==> config.mk <==
export PLATFORM = sky130hd
export DESIGN_NAME = traffic_light_timer
export DESIGN_NICKNAME = d
export VERILOG_FILES = /design/src/rtl/traffic_light_timer.sv
export SDC_FILE = /design/constraint.sdc
export NUM_CORES = 1
export LEC_CHECK = 0
export ABC_CLOCK_PERIOD_IN_PS = 5220
export CAP_MARGIN = 5
export CORE_MARGIN = 2
export CORE_UTILIZATION = 30
export DETAILED_ROUTE_END_ITERATION = 10
export PLACE_DENSITY = 0.65
export SLEW_MARGIN = 5
export SYNTH_ARGS = -nofsm -noshare
export SYNTH_HDL_FRONTEND = slang
export SYNTH_SLANG_ARGS = --single-unit
==> constraint.sdc <==
create_clock -name clk -period 5.22 [get_ports clk]
set_clock_uncertainty 0.1 [all_clocks]
set_input_delay 0.783 -clock clk [delete_from_list [all_inputs] [get_ports clk]]
set_output_delay 0.783 -clock clk [all_outputs]
set_load 0.05 [all_outputs]
==> src/rtl/traffic_light_timer.sv <==
// traffic_light_timer: three-phase traffic light sequencer (RED -> GREEN ->
// YELLOW -> RED). The phase counter is decremented by the external shared
// 16-bit adder/subtractor, and this block checks that adder's results.
// Optional pedestrian-request support is compiled in with `TLT_PED_REQ_EN.
module traffic_light_timer #(
  parameter int unsigned GREEN_T  = 30,
  parameter int unsigned YELLOW_T = 5,
  parameter int unsigned RED_T    = 25,
  parameter int unsigned PED_CUT  = 3
) (
  input  logic        clk,
  input  logic        rst,
  input  logic        tick,
  input  logic        ped_req,
  output logic [15:0] add_a,
  output logic [15:0] add_b,
  output logic        add_ctrl,
  input  logic [15:0] add_sum,
  input  logic        add_cout,
  input  logic        add_o,
  output logic        red,
  output logic        yellow,
  output logic        green,
  output logic        walk,
  output logic        err
);

  typedef enum logic [1:0] {
    RED    = 2'd0,
    GREEN  = 2'd1,
    YELLOW = 2'd2
  } state_t;

  // Counter reload values: a phase of N ticks counts N-1 down to 0.
  localparam logic [15:0] GREEN_LD  = 16'(GREEN_T - 1);
  localparam logic [15:0] YELLOW_LD = 16'(YELLOW_T - 1);
  localparam logic [15:0] RED_LD    = 16'(RED_T - 1);
  localparam logic [15:0] PED_LD    = 16'(PED_CUT);

  state_t      st;
  logic [15:0] cnt;
  logic        cnt_zero;
  logic [15:0] cnt_dec;
  logic        sum_bad;
  logic        cut;
  logic        enter_red;
  logic        leave_red;

  // The external adder always computes cnt - 1; no handshake is needed.
  assign add_a    = cnt;
  assign add_b    = 16'h0001;
  assign add_ctrl = 1'b1;

  assign cnt_zero  = (cnt == 16'd0);
  assign cnt_dec   = cnt - 16'd1;
  assign sum_bad   = !add_cout || add_o || (add_sum != cnt_dec);
  assign enter_red = tick && cnt_zero && (st == YELLOW);
  assign leave_red = tick && cnt_zero && (st == RED);

`ifdef TLT_PED_REQ_EN
  logic ped_pend;
  logic pend_eff;

  // A request in the current cycle counts immediately, so a press on the
  // first GREEN tick already shortens that tick's reload.
  assign pend_eff = ped_pend | ped_req;
  assign cut      = (st == GREEN) && pend_eff && (cnt > PED_LD);

  // Latch pedestrian requests and drive the walk lamp for the RED phase.
  always_ff @(posedge clk) begin
    if (rst) begin
      ped_pend <= 1'b0;
      walk     <= 1'b0;
    end else if (enter_red) begin
      walk     <= pend_eff;
      ped_pend <= ped_req;
    end else begin
      ped_pend <= ped_pend | ped_req;
      if (leave_red) begin
        walk <= 1'b0;
      end
    end
  end
`else
  logic unused_ped;

  assign unused_ped = ped_req;
  assign cut        = 1'b0;
  assign walk       = 1'b0;
`endif

  // Phase sequencer: state, counter and registered one-hot lamps.
  always_ff @(posedge clk) begin
    if (rst) begin
      st     <= RED;
      cnt    <= RED_LD;
      red    <= 1'b1;
      yellow <= 1'b0;
      green  <= 1'b0;
    end else if (tick) begin
      if (cnt_zero) begin
        case (st)
          RED: begin
            st     <= GREEN;
            cnt    <= GREEN_LD;
            red    <= 1'b0;
            yellow <= 1'b0;
            green  <= 1'b1;
          end
          GREEN: begin
            st     <= YELLOW;
            cnt    <= YELLOW_LD;
            red    <= 1'b0;
            yellow <= 1'b1;
            green  <= 1'b0;
          end
          default: begin
            st     <= RED;
            cnt    <= RED_LD;
            red    <= 1'b1;
            yellow <= 1'b0;
            green  <= 1'b0;
          end
        endcase
      end else if (cut) begin
        cnt <= PED_LD;
      end else begin
        cnt <= add_sum;
      end
    end
  end

  // Sticky adder-consistency error; skipped on zero and shortening ticks
  // because the adder result is not consumed then.
  always_ff @(posedge clk) begin
    if (rst) begin
      err <= 1'b0;
    end else if (tick && !cnt_zero && !cut && sum_bad) begin
      err <= 1'b1;
    end
  end

endmodule
==> out/qor.csv, run 1 <==
metric;value;unit
DR pass1 iterations;4;
DRT iter0 DRCs;33;
non-filler instance count after layout;302;
WL/cell;13.00;µm
final setup violation count;0;
DPL Wire Length;2854;µm
initial antenna violation count;0;
Worst Path Arrival;3.07;ns
Core Area;5075;µm²
Total GRT Usage;13.21;%
worst-skew pair later-pin latency;0.27;ns
CP Cell Sequence;inv_1 -> ha_1 -> or4b_1 -> a211oi_2 -> o21ai_1 -> a2111o_1 -> a2111oi_2 -> a31oi_1;
P_int;0.0003223;W
postcts setup bufs;0;
crit share post-route;57.64;%
Core Util, Final;39.60;%
Post-synth ARST share;0;%
WL final;3926;µm
cell with the largest stage delay on the worst path;or4b_1;
chip width;76.46;µm
top cell type by total area after synthesis;dfxtp_1;
# port buffers;40;
Tightest Pin Transition;1.128;ns
clock share of power;32.1;%
Clock transition at path regs;0.08;ns
Net Sw Frac;35.47;%
DRC;0;
TritonCTS Sinks;20;
global-route wire length before repair;6141;µm
post-synth top area share;25.42;%
RSZ-0062 raised after global routing;no;
Gate power share;32.9;%
met3 usage;2.251;%
Die Y;76.46;µm
area delta synth->final;27.56;%
setup TNS;0;ns
Mean Syn Cell Area;7.876;µm²
total CTS buffers;3;
number of hold buffers added after CTS;0;
nets;256;
sequential share of power;35.0;%
Pleak;0.7180;nW
worst-path fanout max;10;
Max Buffers Root-to-Sink;2;
met2 usage;21.68;%
P_sw;0.0001771;W
GPL Wtd Cong;0.8414;
H-tree Lvls;1;
hold slack;0.3881;ns
sequential share of the synthesized area;25.42;%
initial core utilization;31.04;%
max cap viols;0;
vias in the first global route;1260;
GRT Max-Usage Layer;met2;
prevailing post-synth register cell;dfxtp_1;
WS Path Type;flop to flop;
clock root buffer;clkbuf_8;
ratio of cells with drive above 1 in the final layout;4.310;%
clock period minus worst slack;3.009;ns
n_diodes;0;
Slew HR;24.64;%
Peak VDD IR;0.1074;mV
count of cells resized by post-cts repair;0;
Worst EP required;5.28;ns
Setup crit end kind;flop;
# rows;26;
CP max stage delay;0.70;ns
Yosys cell types;52;
largest net degree at the start of global routing;23;
pwr dens;248.5;nW/µm²
post-synthesis cell area;1575;µm²
DRT antenna net count;0;
Slew Limit Fails;0;
GR Overflow Total;0;
final hold vios;0;
Synth Register Bits;20;
CP Launch Type;flop;
global routing usage on met1;16.51;%
Placed Cells;298;
Hold Path Class;flop to flop;
IO Count;60;
synthesized instance count;200;
YS warnings;0;
number of synthesized flops with an enable pin;0;
top post-synthesis cells by area;dfxtp_1 25%, buf_4 9.1%, xnor2_1 7.2%, nor2b_1 4.8%, nor2_1 4.3%;
outcome;completed;
die area;5846;µm²
vias per inst;4.864;
Fmax;332.3;MHz
CTS tree;built;
vias;1469;
## area by class of cell
| cell class | instances | area, µm² |
|---|---|---|
| inverter | 8 | 30.03 |
| timing repair buffer | 40 | 400.4 |
| sequential | 20 | 400.4 |
| fill | 528 | 3065 |
| clock buffer | 3 | 41.29 |
| multi-input combinational | 160 | 1020 |
| clock inverter | 1 | 30.03 |
| tap | 70 | 87.58 |
## per-stage QoR
step / total power (W) / worst slack, ns / area (µm²)
final: 0.0004994 / 2.211 / 2009
after detailed placement: 0.0003421 / 2.019 / 1938
after floorplan: 0.0003057 / 2.487 / 1635
after global placement: 0.0003415 / 1.995 / 1938
after global routing: 0.0005231 / 2.014 / 2009
after CTS: 0.0005037 / 2.240 / 2009
## power by group through the flow
stage	clock [W]	sequential [W]	combinational, W
6_report	0.000160	0.000175	0.000164
3_3_place_gp	0	0.000178	0.000163
3_5_place_dp	0	0.000178	0.000164
5_1_grt	0.000170	0.000177	0.000176
2_1_floorplan	0	0.000200	0.000106
4_1_cts	0.000164	0.000175	0.000165
## cell usage in the layout, fill, tap and decap left out, drive strengths merged, types with 2 or more instances in the layout
master	count
a2bb2oi	2
clkdlybuf4s50	40
o221ai	2
xor2	6
nor4	6
nor3	5
a21oi	13
xnor2	13
a31oi	3
o21ai	2
conb	18
nand4b	2
nor4b	2
o2111ai	2
o41ai	3
dfxtp	20
o211ai	2
nand2	13
nor2b	12
clkbuf	3
mux2i	4
nand2b	2
or3	5
nor2	18
nand3	5
a211oi	2
inv	8
## final timing paths
kind                         startpoint          endpoint  slack, ns  cells after the start
hold / removal         red$_SDFFE_PP1P_  red$_SDFFE_PP1P_       0.39                      2
setup / recovery  add_a[0]$_SDFFE_PP0P_  err$_SDFFE_PP0P_       2.21                      8
setup reg to reg  add_a[0]$_SDFFE_PP0P_  err$_SDFFE_PP0P_       2.21                      8
hold reg to reg        red$_SDFFE_PP1P_  red$_SDFFE_PP1P_       0.39                      2
## state kept, by name (all words and copies together), names as in the netlist
register  flops
yellow        1
add_a        16
err           1
red           1
green         1
## per-layer routing
| layer | vias up | share of wire [%] |
|---|---|---|
| met3 | 8 | 6.2 |
| met4 | 0 | 2.1 |
| met5 | - | 0 |
| met2 | 53 | 45 |
| met1 | 668 | 47 |
| li1 | 740 | - |
## Yosys cell counts (2+ instances only)
| library cell | n |
|---|---|
| nand2b_1 | 2 |
| nand2_1 | 13 |
| a31oi_1 | 3 |
| o41ai_1 | 3 |
| nor4_1 | 4 |
| xnor2_1 | 13 |
| nor2_1 | 18 |
| nor3_1 | 5 |
| o221ai_1 | 2 |
| nor2b_1 | 12 |
| nand4b_1 | 2 |
| nand3_1 | 5 |
| clkbuf_1 | 6 |
| or3_1 | 5 |
| xor2_1 | 6 |
| buf_4 | 19 |
| inv_1 | 8 |
| mux2i_1 | 4 |
| a21oi_1 | 13 |
| conb_1 | 2 |
| nor4b_1 | 2 |
| a2bb2oi_1 | 2 |
| o211ai_1 | 2 |
| o2111ai_1 | 2 |
| dfxtp_1 | 20 |
## critical path: cells and delay by family, from the launching register on
| kind | cells | cell delay (ns) |
|---|---|---|
| buf+inv | 1 | 0.09 |
| flops | 1 | 0.40 |
| compound gates | 5 | 1.23 |
| fa+ha+maj | 1 | 0.37 |
| simple gates | 1 | 0.70 |
## cell families (layout without fill, tap and decap cells)
logic type	count (synthesis)	after routing	synth area share (%)
buffers and inverters	36	52	13.66
DFF	20	20	25.42
adders and majority gates	1	1	0.7942
other	2	18	0.4767
xor gates and xnor gates	19	19	10.56
AOI/OAI and AO/OA	42	42	19.70
and+or+nand+nor	76	76	26.85
muxes	4	4	2.542
(Power assumes the default switching activity.)
==> inputs of run 2 (changes only) <==
--- a/config.mk
+++ b/config.mk
@@ -5,12 +5,12 @@
 export SDC_FILE = /design/constraint.sdc
 export NUM_CORES = 1
 export LEC_CHECK = 0
-export ABC_CLOCK_PERIOD_IN_PS = 5220
+export ABC_CLOCK_PERIOD_IN_PS = 2460
 export CAP_MARGIN = 5
 export CORE_MARGIN = 2
 export CORE_UTILIZATION = 30
 export DETAILED_ROUTE_END_ITERATION = 10
-export PLACE_DENSITY = 0.65
+export PLACE_DENSITY = 0.67
 export SLEW_MARGIN = 5
 export SYNTH_ARGS = -nofsm -noshare
 export SYNTH_HDL_FRONTEND = slang
==> constraint.sdc (replaced) <==
create_clock -name clk -period 2.46 [get_ports clk]
set_clock_uncertainty 0.1 [all_clocks]
set_input_delay 0.369 -clock clk [delete_from_list [all_inputs] [get_ports clk]]
set_output_delay 0.369 -clock clk [all_outputs]
set_load 0.05 [all_outputs]
==> run 2 against run 1 <==
  * Largest power group is now combinational logic
  * Power up 96%
  * Critical path type unchanged
  * Maximum frequency up 25%
  * Critical endpoint unchanged
  * Cell area up 7.2%
==> out/qor.csv, run 2 (synthesis gave the netlist of run 1 again) <==
metric;value;unit
outcome;completed;
global-route wire length before repair;6492;µm
CP max stage delay;0.55;ns
worst-skew pair later-pin latency;0.26;ns
Placed Cells;310;
Total GRT Usage;13.45;%
WS Path Type;flop to flop;
family with the most delay on the worst path;compound AO/OA/AOI/OAI gates;
Peak VDD IR;0.1903;mV
Tightest Pin Transition;0.6686;ns
CTS tree;built;
Hold Path Class;flop to flop;
Clock transition at path regs;0.08;ns
GPL Wtd Cong;0.8451;
DRT iter0 DRCs;58;
RSZ-0062 raised after global routing;yes;
CP Launch Type;flop;
clock root buffer;clkbuf_8;
setup TNS;0;ns
ratio of cells with drive above 1 in the final layout;14.57;%
total CTS buffers;3;
leading cell type in the layout, fill and taps excluded;clkdlybuf4s50_1;
Core Area;5075;µm²
area delta synth->final;36.70;%
final hold vios;0;
largest net degree at the start of global routing;22;
WL final;4133;µm
Worst Setup SP;add_a[0]$_SDFFE_PP0P_;
Setup crit end kind;flop;
# port buffers;40;
non-filler instance count after layout;317;
Slew HR;55.22;%
Worst Path Arrival;2.45;ns
chip width;76.46;µm
clock period minus worst slack;2.414;ns
cell with the largest stage delay on the worst path;or4b_4;
PnR worst setup slack;0.04560;ns
vias per inst;4.792;
nets;271;
R2R Path Start;add_a[0]$_SDFFE_PP0P_;
initial antenna violation count;0;
post-place setup slack;0.01051;ns
n_diodes;0;
vias in the first global route;1377;
GR Overflow Total;0;
DPL Wire Length;3076;µm
H-tree Lvls;1;
Die Y;76.46;µm
most used cell along the critical path;o41ai_2;
Slew Limit Fails;0;
Pleak;0.7988;nW
WL/cell;13.04;µm
worst-path fanout max;8;
Hold Startpoint;green$_SDFFE_PP0P_;
crit path buf inv count;1;
Max Buffers Root-to-Sink;2;
vias;1519;
DRC;0;
DR pass1 iterations;4;
initial core utilization;31.04;%
max reg flops;16;
crit share post-route;98.15;%
# rows;26;
Worst EP required;2.50;ns
number of hold buffers added after CTS;0;
commonest cells after routing, fill and taps aside;40 x clkdlybuf4s50_1, 18 x nor2_1, 18 x conb_1, 18 x dfxtp_1, 14 x buf_4;
max cap viols;0;
DRT antenna net count;0;
TritonCTS Sinks;20;
CP Cell Sequence;inv_1 -> ha_1 -> or4b_4 -> xnor2_1 -> o41ai_2 -> o41ai_2 -> a2111oi_2 -> a31oi_1;
final setup violation count;0;
pwr dens;454.4;nW/µm²
die area;5846;µm²
Fmax;414.2;MHz
IO Count;60;
## run 2: where the power goes
group / internal [W] / switching [W]
Combinational: 0.000143 / 0.000241
Clock: 0.000115 / 0.000116
Sequential: 0.000340 / 0.0000235
## run 2: what timing repair did
item                                    4_1_cts  5_1_grt
buffers inserted                              0        3
pin swaps                                     0        2
resized for setup                             1        8
endpoints found under the setup margin        2        2
## run 2: metal layers
layer | share of wire, % | routed length (µm) | vias up | global-route usage (%)
met3 | 4.7 | 193 | 4 | 2.251
li1 | - | - | 769 | -
met2 | 47 | 1952 | 45 | 21.77
met1 | 48 | 1965 | 701 | 18.67
met5 | 0 | 0 | - | 0
met4 | 0.53 | 22 | 0 | 3.091
## run 2: path summary, 6_finish.rpt
check,to,slack (ns),depth (start not counted)
hold / removal,green$_SDFFE_PP0P_,0.40,2
setup / recovery,err$_SDFFE_PP0P_,0.05,8
setup reg to reg,err$_SDFFE_PP0P_,0.05,8
hold reg to reg,green$_SDFFE_PP0P_,0.40,2
## run 2: tightest hold or removal path, stage by stage (launching register included)
cell,delay (ns)
dfxtp_1,0.35
nand2_1,0.06
a21oi_1,0.05
## run 2: through the flow
step | power [W] | instance area [µm²] | util [%] | hold WS [ns]
2_1_floorplan | 0.0006502 | 1650 | - | 0.4082
3_3_place_gp | 0.0007375 | 2039 | 40.19 | 0.3777
6_report | 0.0009785 | 2153 | 42.43 | 0.4035
5_1_grt | 0.001026 | 2153 | 42.43 | 0.4250
4_1_cts | 0.0009784 | 2087 | 41.12 | 0.3961
3_5_place_dp | 0.0007432 | 2039 | 40.19 | 0.3808
## run 2: layout make-up
cell class / instances / area, µm²
multi-input combinational: 160 / 1066
timing repair buffer: 55 / 516.7
inverter: 8 / 30.03
fill: 544 / 2922
clock buffer: 4 / 45.04
tap: 70 / 87.58
sequential: 20 / 407.9
==> inputs of run 3 (changes only) <==
--- a/config.mk
+++ b/config.mk
@@ -6,11 +6,11 @@
 export NUM_CORES = 1
 export LEC_CHECK = 0
 export ABC_CLOCK_PERIOD_IN_PS = 2460
-export CAP_MARGIN = 5
 export CORE_MARGIN = 2
 export CORE_UTILIZATION = 30
 export DETAILED_ROUTE_END_ITERATION = 10
-export PLACE_DENSITY = 0.67
+export DONT_BUFFER_PORTS = 1
+export PLACE_DENSITY = 0.52
 export SLEW_MARGIN = 5
 export SYNTH_ARGS = -nofsm -noshare
 export SYNTH_HDL_FRONTEND = slang
==> run 3 against run 2 <==
  * First-iteration DRC count is 12% lower
  * Power is 5.7% lower
  * Combinational power decreased by 13%
  * Cell count shrank 8.2%
  * Register-to-register slack is essentially flat
  * Sequential share of layout area grew 3.4 points
  * Setup slack better by 0.0015 ns
  * Maximum frequency hardly changed
  * Wire length rose by 0.65%
  * Largest cell class unchanged
==> out/qor.csv, run 3 (synthesis gave the netlist of run 1 again) <==
metric;value;unit
cell with the largest stage delay on the worst path;or4b_4;
WL final;4160;µm
initial core utilization;31.04;%
total CTS buffers;3;
DR pass1 iterations;4;
Slew HR;62.22;%
Net Sw Frac;38.79;%
Total GRT Usage;13.98;%
CP Launch Type;flop;
Peak VDD IR;0.2244;mV
final hold vios;0;
IO Count;60;
Worst Path Arrival;2.45;ns
register area;407.9;µm²
CTS tree;built;
vias;1427;
fin area;1827;µm²
multi-input logic area;1039;µm²
clock period minus worst slack;2.413;ns
CP Cell Sequence;inv_1 -> ha_1 -> or4b_4 -> xnor2_1 -> o41ai_2 -> o41ai_2 -> a2111oi_2 -> a31oi_1;
WS Path Type;flop to flop;
outcome;completed;
leading cell type in the layout, fill and taps excluded;buf_4;
Slew Limit Fails;0;
max cap viols;0;
Setup crit end kind;flop;
H-tree Lvls;1;
commonest cells after routing, fill and taps aside;29 x buf_4, 18 x nor2_1, 18 x conb_1, 18 x dfxtp_1;
DRC;0;
ratio of cells with drive above 1 in the final layout;19.91;%
Tightest Pin Transition;0.5660;ns
clock share of power;25.4;%
nets;245;
pwr dens;505.3;nW/µm²
Die Y;76.46;µm
initial antenna violation count;0;
crit path buf inv count;1;
worst-skew pair later-pin latency;0.27;ns
family with the most delay on the worst path;compound AO/OA/AOI/OAI gates;
sequential share of power;38.2;%
vias in the first global route;1341;
DRT iter0 DRCs;51;
post-place setup slack;0.1320;ns
# rows;26;
P_int;0.0005650;W
# port buffers;0;
clock root buffer;clkbuf_8;
Fmax;414.4;MHz
TritonCTS Sinks;20;
postcts setup bufs;0;
worst-path fanout max;7;
GPL Wtd Cong;0.7611;
global-route wire length before repair;6617;µm
fillers;544;
final setup violation count;0;
P_sw;0.0003581;W
vias per inst;4.904;
Gate power share;36.3;%
chip width;76.46;µm
Placed Cells;287;
CP max stage delay;0.52;ns
largest net degree at the start of global routing;23;
WL/cell;14.30;µm
non-filler instance count after layout;291;
area delta synth->final;15.96;%
Hold Path Class;input pin to flop;
PnR worst setup slack;0.04707;ns
Core Area;5075;µm²
max reg flops;16;
DRT antenna net count;0;
hold slack;0.04671;ns
n_diodes;0;
DPL Wire Length;3224;µm
RSZ-0062 raised after global routing;yes;
GR Overflow Total;0;
Max Buffers Root-to-Sink;2;
Pleak;0.7091;nW
Clock transition at path regs;0.08;ns
Cell Area, Placed;1767;µm²
crit share post-route;98.09;%
Worst EP required;2.50;ns
most used cell along the critical path;o41ai_2;
Core Util, Final;36.00;%
die area;5846;µm²
[run 3: layout make-up]
| type | count | area share [%] |
|---|---|---|
| sequential | 20 | 22.33 |
| tap | 70 | 4.795 |
| clock buffer | 4 | 2.466 |
| timing repair buffer | 29 | 11.92 |
| multi-input combinational | 160 | 56.85 |
| inverter | 8 | 1.644 |
[run 3: timing repair]
item	4_1_cts	5_1_grt
gates resized for setup	0	2
hold buffers	0	0
setup endpoints to repair	0	1
[run 3: worst paths after layout]
path | from | endpoint | slack [ns] | cells past startpoint
setup / recovery | add_a[0]$_SDFFE_PP0P_ | err$_SDFFE_PP0P_ | 0.05 | 8
hold / removal | rst | add_a[0]$_SDFFE_PP0P_ | 0.05 | 1
setup reg to reg | add_a[0]$_SDFFE_PP0P_ | err$_SDFFE_PP0P_ | 0.05 | 8
hold reg to reg | add_a[1]$_SDFFE_PP0P_ | add_a[1]$_SDFFE_PP0P_ | 0.50 | 3
[run 3: through the flow]
stage | power (W) | setup TNS (ns)
after floorplan | 0.0006502 | -0.007334
after global placement | 0.0006893 | 0
after detailed placement | 0.0006918 | 0
after CTS | 0.0009271 | 0
after global routing | 0.0009672 | -0.04577
final | 0.0009231 | 0
[run 3: per-layer routing]
layer / part of all wire, % / vias to the layer above / GRT usage [%]
li1: - / 715 / -
met1: 45 / 662 / 17.16
met2: 48 / 46 / 24.16
met3: 6.0 / 4 / 3.555
met4: 1.0 / 0 / 3.818
met5: 0 / - / 0
[run 3: worst reg2reg max path, delay by kind of cell (launching register included)]
| family | cells | cell delay [ns] |
|---|---|---|
| AOI/OAI and AO/OA | 4 | 0.94 |
| and+or+nand+nor | 1 | 0.52 |
| DFF | 1 | 0.34 |
| xor gates and xnor gates | 1 | 0.17 |
| adders and majority gates | 1 | 0.15 |
| buffers and inverters | 1 | 0.05 |
[run 3: power groups by stage]
stage | Clock [W] | Combinational, W | Sequential, W
final | 0.000235 | 0.000336 | 0.000353
after global routing | 0.000254 | 0.000358 | 0.000355
after CTS | 0.000242 | 0.000333 | 0.000353
after detailed placement | 0 | 0.000332 | 0.000360
after global placement | 0 | 0.000330 | 0.000360
after floorplan | 0 | 0.000226 | 0.000424
